File: config.mk
export PLATFORM = sky130hd
export DESIGN_NAME = hand_paddle_tracker
export DESIGN_NICKNAME = d
export VERILOG_FILES = /design/src/rtl/hand_paddle_tracker.sv
export SDC_FILE = /design/constraint.sdc
export NUM_CORES = 1
export LEC_CHECK = 0
export BUFFER_PORTS_ARGS = -buffer_cell sky130_fd_sc_hd__buf_4
export CAP_MARGIN = 20
export CORE_UTILIZATION = 40
export CTS_CLUSTER_SIZE = 25
export DETAILED_ROUTE_END_ITERATION = 8
export GPL_TIMING_DRIVEN = 0
export SLEW_MARGIN = 30
export SYNTH_ARGS = -nofsm -noshare
export SYNTH_HDL_FRONTEND = slang
export SYNTH_SLANG_ARGS = --single-unit
export TNS_END_PERCENT = 5
File: constraint.sdc
create_clock -name VGA_CLK -period 7.29 [get_ports VGA_CLK]
set_clock_uncertainty 0.15 [all_clocks]
set_input_delay 0.3645 -clock VGA_CLK [delete_from_list [all_inputs] [get_ports VGA_CLK]]
set_output_delay 0.3645 -clock VGA_CLK [all_outputs]
set_load 0.01 [all_outputs]
File: src/rtl/hand_paddle_tracker.sv
// hand_paddle_tracker
//   Turns per-cycle hand detections into a smoothed, clamped paddle Y position.
//   The position updates once per video frame. A confidence FSM
//   (IDLE/ACQUIRE/TRACK/HOLD) rejects detection glitches before the paddle moves.
//
// Optional feature macro: X_GATE_EN
//   When defined, a detection is accepted only if hand_x < X_GATE_MAX.
//   When undefined, every detection is accepted and hand_x is ignored.
//
// Ports
//   VGA_CLK       in   1   pixel clock, the only clock
//   RST_N         in   1   asynchronous active-low reset
//   frame_tick    in   1   one-cycle pulse at the end of each frame
//   hand_detected in   1   hand present this cycle
//   hand_x        in  11   hand centre X (qualified by hand_detected)
//   hand_y        in  11   hand centre Y (qualified by hand_detected)
//   paddle_y      out 11   paddle top line, always within [0, SCREEN_H-PADDLE_H]
//   paddle_valid  out  1   high in TRACK or HOLD
//   track_state   out  2   0=IDLE 1=ACQUIRE 2=TRACK 3=HOLD
module hand_paddle_tracker #(
  parameter int unsigned SCREEN_H     = 480,
  parameter int unsigned PADDLE_H     = 80,
  parameter int unsigned SMOOTH_SHIFT = 2,
  parameter int unsigned MAX_STEP     = 32,
  parameter int unsigned ACQ_FRAMES   = 3,
  parameter int unsigned LOST_FRAMES  = 8,
  parameter int unsigned X_GATE_MAX   = 320
) (
  input  logic        VGA_CLK,
  input  logic        RST_N,
  input  logic        frame_tick,
  input  logic        hand_detected,
  input  logic [10:0] hand_x,
  input  logic [10:0] hand_y,
  output logic [10:0] paddle_y,
  output logic        paddle_valid,
  output logic [1:0]  track_state
);

  localparam logic [10:0]        PMAX   = 11'(SCREEN_H - PADDLE_H);
  localparam logic [10:0]        CENTER = 11'((SCREEN_H - PADDLE_H) / 2);
  localparam logic [10:0]        HALF   = 11'(PADDLE_H / 2);
  localparam logic signed [11:0] MAXS   = 12'(MAX_STEP);
  localparam logic [7:0]         ACQ_N  = 8'(ACQ_FRAMES);
  localparam logic [7:0]         LOST_N = 8'(LOST_FRAMES);

  typedef enum logic [1:0] {
    IDLE    = 2'd0,
    ACQUIRE = 2'd1,
    TRACK   = 2'd2,
    HOLD    = 2'd3
  } state_t;

  state_t      state_q;
  logic [10:0] py_q;
  logic        valid_q;
  logic        seen_q;
  logic [10:0] sample_q;
  logic [7:0]  acq_q;
  logic [7:0]  lost_q;

  logic        accept;
  logic        seen_now;
  logic [10:0] sample_now;
  logic [10:0] target;

`ifdef X_GATE_EN
  assign accept = hand_detected && (hand_x < 11'(X_GATE_MAX));
`else
  logic unused_x;
  assign unused_x = ^{hand_x, 11'(X_GATE_MAX)};
  assign accept   = hand_detected;
`endif

  // A detection coincident with frame_tick belongs to the frame being closed,
  // so the tick-time view merges this cycle's detection with the sticky state.
  assign seen_now   = seen_q | accept;
  assign sample_now = accept ? hand_y : sample_q;

  always_comb begin
    target = '0;
    if (sample_now > HALF) target = sample_now - HALF;
    if (target > PMAX)     target = PMAX;
  end

  // One filter step from cur toward tgt. Arithmetic shift floors, so only a
  // small positive error can round to zero; it is forced to +1 to converge.
  function automatic logic [10:0] filt(input logic [10:0] cur, input logic [10:0] tgt);
    logic signed [11:0] d;
    logic signed [11:0] st;
    logic signed [12:0] r;
    d  = $signed({1'b0, tgt}) - $signed({1'b0, cur});
    st = d >>> SMOOTH_SHIFT;
    if (d != '0 && st == '0) st = d[11] ? -12'sd1 : 12'sd1;
    if (st > MAXS)       st = MAXS;
    else if (st < -MAXS) st = -MAXS;
    r = $signed({2'b00, cur}) + $signed({st[11], st});
    if (r[12])                     return '0;
    else if (r[11:0] > {1'b0, PMAX}) return PMAX;
    else                           return r[10:0];
  endfunction

  always_ff @(posedge VGA_CLK or negedge RST_N) begin
    if (!RST_N) begin
      state_q  <= IDLE;
      py_q     <= CENTER;
      valid_q  <= 1'b0;
      seen_q   <= 1'b0;
      sample_q <= '0;
      acq_q    <= '0;
      lost_q   <= '0;
    end else begin
      if (accept) sample_q <= hand_y;
      seen_q <= frame_tick ? 1'b0 : seen_now;
      if (frame_tick) begin
        unique case (state_q)
          IDLE: begin
            py_q <= filt(py_q, CENTER);
            if (seen_now) begin
              state_q <= ACQUIRE;
              acq_q   <= 8'd1;
            end
          end
          ACQUIRE: begin
            if (seen_now) begin
              if (acq_q + 8'd1 >= ACQ_N) begin
                state_q <= TRACK;
                acq_q   <= '0;
                valid_q <= 1'b1;
              end else begin
                acq_q <= acq_q + 8'd1;
              end
            end else begin
              state_q <= IDLE;
              acq_q   <= '0;
            end
          end
          TRACK: begin
            if (seen_now) begin
              py_q <= filt(py_q, target);
            end else begin
              state_q <= HOLD;
              lost_q  <= 8'd1;
            end
          end
          HOLD: begin
            if (seen_now) begin
              state_q <= TRACK;
              lost_q  <= '0;
              py_q    <= filt(py_q, target);
            end else if (lost_q + 8'd1 >= LOST_N) begin
              state_q <= IDLE;
              lost_q  <= '0;
              valid_q <= 1'b0;
            end else begin
              lost_q <= lost_q + 8'd1;
            end
          end
          default: state_q <= IDLE;
        endcase
      end
    end
  end

  assign paddle_y     = py_q;
  assign paddle_valid = valid_q;
  assign track_state  = state_q;

endmodule

==> out/qor.txt <==
Clock tree root driver cell -> clkbuf_8
Final instance area -> 5310 µm²
Seq/Total Area, Yosys -> 23.5%
Inserted Clock Buffers -> 5
CP peak stage delay -> 0.46 ns
RePlAce Congestion -> 0.821
Worst-path clk slew -> 0.10 ns
Vias in the first global route -> 4017
Ys flop type -> dfrtp_1
Clock sinks -> 42
Setup tns final -> 0 ns
Cell with the most instances after synthesis -> nor2_1
CTS tree -> built
Post-Syn Area -> 4480 µm²
Maximum fanout along the worst path -> 10
Layout cells sized above 1 -> 19.0%
Routed vias/inst -> 5.70
Metal3 WL -> 360 µm
Dpl cells -> 715
# diodes -> 0
Post-Synth XOR/XNOR Area -> 5.86%
Worst min path class -> input port to flop
Slew HR -> 52.1%
Dominant cells by area after synthesis -> dfrtp_1 (22%), ha_1 (12%), nor2_1 (3.9%)
FF/Latch Area -> 1050 µm²
Die Y -> 108 µm
Post-Route WL -> 11700 µm
Max Fclk -> 0.143 GHz
Vias -> 4209
Period utilization -> 96.0%
Global-route wire length before repair -> 18800 µm
PortBufs -> 28
Io pins -> 40
Num rows -> 38
Clock buffer depth -> 2
Post-layout min period -> 7.00 ns
Wire per inst -> 15.8 µm
Die area -> 11600 µm²
Post-Synth Adder-Cell Area -> 13.1%
DP HPWL -> 8850 µm
Power Total -> 2.16 mW
Outcome -> complete, no violations
WHS -> 0.200 ns
Startpoint Class -> input port
Grt total ovfl -> 0
Top Metal Used -> met4
Final Util -> 48.8%
Ys async rst share -> 100%
Fill cells -> 1045
EDFF count, synth -> 0
Pwr/cell area -> 407 nW/µm²
P_leak -> 2.31 nW
Initial Utilization -> 41.2%
Largest net degree at the start of global routing -> 43
Cell Count, Final, Fillers Out -> 739
Cells after synthesis -> 546
CP required -> 7.35 ns
Wire length on met2 -> 5770 µm
Synth Area in Compound Gates -> 25.9%
Avg Inst Size Synth -> 8.21 µm²
GRT Overall Usage -> 20.2%
Slack of the critical path -> 0.289 ns
Commonest cells in the netlist -> nor2_1 (47), ha_1 (42), nand2_1 (42)
Routed Antenna Nets -> 0
Area growth syn-to-layout -> 18.5%
Skew-Pair Late Insertion Delay -> 0.31 ns
Fin. max-slew vios -> 0
First drt pass iteration count -> 4
Post-Place Setup Slack -> -1.21 ns
Post-synthesis mux area share -> 4.66%
Placed inst area -> 4880 µm²
Yosys cell types -> 72
Die width -> 108 µm
Crit path kind -> input port to flop
Iter 0 DRT Violations -> 157
Peak supply drop -> 249 µV
Core ar. -> 10900 µm²
CP arrival -> 7.06 ns
Nets -> 669
Largest area contributor in the netlist -> dfrtp_1
Drt drc -> 0
Synth Register Bits -> 42
Largest family of logic cells by synthesized area -> compound AO/OA/AOI/OAI gates
Area of the multi-input gates -> 3470 µm²
H-tree depth -> 2
Final Hold Vio Count -> 0
Initial antenna violation count -> 0
Setup-failing EPs final -> 0
CP max stage cell -> a2111oi_4
Simple-gate portion of the synthesized area -> 23.1%
Area share of the largest cell type after synthesis -> 21.8%
Worst-margin pin slew -> 0.701 ns
M1 WL -> 5440 µm
Synth warnings -> 0
Crit end category -> flop
Max_cap viols -> 0
==> critical path, delay by kind of cell <==
kind | cells | cell delay [ns]
muxes | 3 | 0.69
adders and majority gates | 4 | 1.10
buffers and inverters | 3 | 0.44
AOI/OAI and AO/OA | 13 | 3.32
and+or+nand+nor | 8 | 1.14
==> routing by layer <==
layer | vias to the layer above | track usage, %
met5 | - | 0
met4 | 0 | 4.31
met3 | 11 | 2.60
met2 | 77 | 36.1
met1 | 2009 | 25.7
li1 | 2112 | -
==> cells by family (layout without fill, tap and decap cells) <==
| family | Yosys count | after routing |
|---|---|---|
| AND/OR/NAND/NOR | 202 | 202 |
| other | 1 | 2 |
| XOR/XNOR | 30 | 30 |
| AO/OA/AOI/OAI | 162 | 162 |
| buffers and inverters | 44 | 96 |
| adder cells (fa/ha/maj) | 45 | 45 |
| flip-flops | 42 | 42 |
| multiplexers | 20 | 20 |
==> placed cells by master, fill, tap and decap left out, drive strengths merged, types with 4 or more instances in the layout <==
master,n
nor2,48
buf,47
nand2,42
ha,42
dfrtp,39
inv,38
o21ai,34
a21oi,33
xnor2,20
nor3,16
nand3,15
nand2b,15
a21o,13
mux2i,13
and2,12
nor2b,11
xor2,10
o211ai,10
nor3b,10
clkbuf,9
or2,8
a211oi,8
nand4,7
mux2,7
o31ai,6
a211o,5
and3,5
a31oi,5
o221ai,5
a2111oi,5
a221o,4
==> power breakdown <==
group	internal, mW	switching, mW	total, mW
clock network	0.0711	0.0984	0.170
logic	0.704	0.960	1.66
registers	0.272	0.0578	0.329
total	1.05	1.12	2.16
==> flip-flops by register name, indices dropped and copies added, names as in the netlist, named ones only <==
register	count
paddle_y	11
seen_q	1
lost_q	8
acq_q	8
paddle_valid	1
sample_q	11
track_state	1
==> layout make-up <==
cell class	instances	area share [%]
inverters	36	2.54
multi-input cells	461	65.2
flip-flops and latches	42	19.9
well taps	140	3.30
clock inverters	3	0.518
repair buffers	45	6.41
plain buffers	7	0.848
clock buffers	5	1.30
==> timing repair <==
action                                 4_1_cts  5_1_grt
hold buffers                                 1        0
gates resized for setup                     16       28
endpoints found under the hold margin       39        0
cloned                                       0        0
pin swaps                                    4       15
setup endpoints to repair                    9        9
buffers inserted                             6       10
==> path summary, 6_finish.rpt <==
check                           cells after the start             startpoint                       to  slack, ns
worst min register to register                      1  lost_q[7]$_DFFE_PN0P_    lost_q[7]$_DFFE_PN0P_       0.36
worst min-delay path                                2              hand_y[0]    sample_q[0]$_DFF_PN0_       0.20
worst max-delay path                               31          hand_detected  paddle_y[4]$_DFFE_PN0P_       0.29
max in group asynchronous                           2                  RST_N  paddle_y[6]$_DFFE_PN1P_       6.17
min in group asynchronous                           2                  RST_N     acq_q[5]$_DFFE_PN0P_       0.43
worst max register to register                     28  sample_q[6]$_DFF_PN0_  paddle_y[4]$_DFFE_PN0P_       0.33
(Power assumes the default switching activity.)
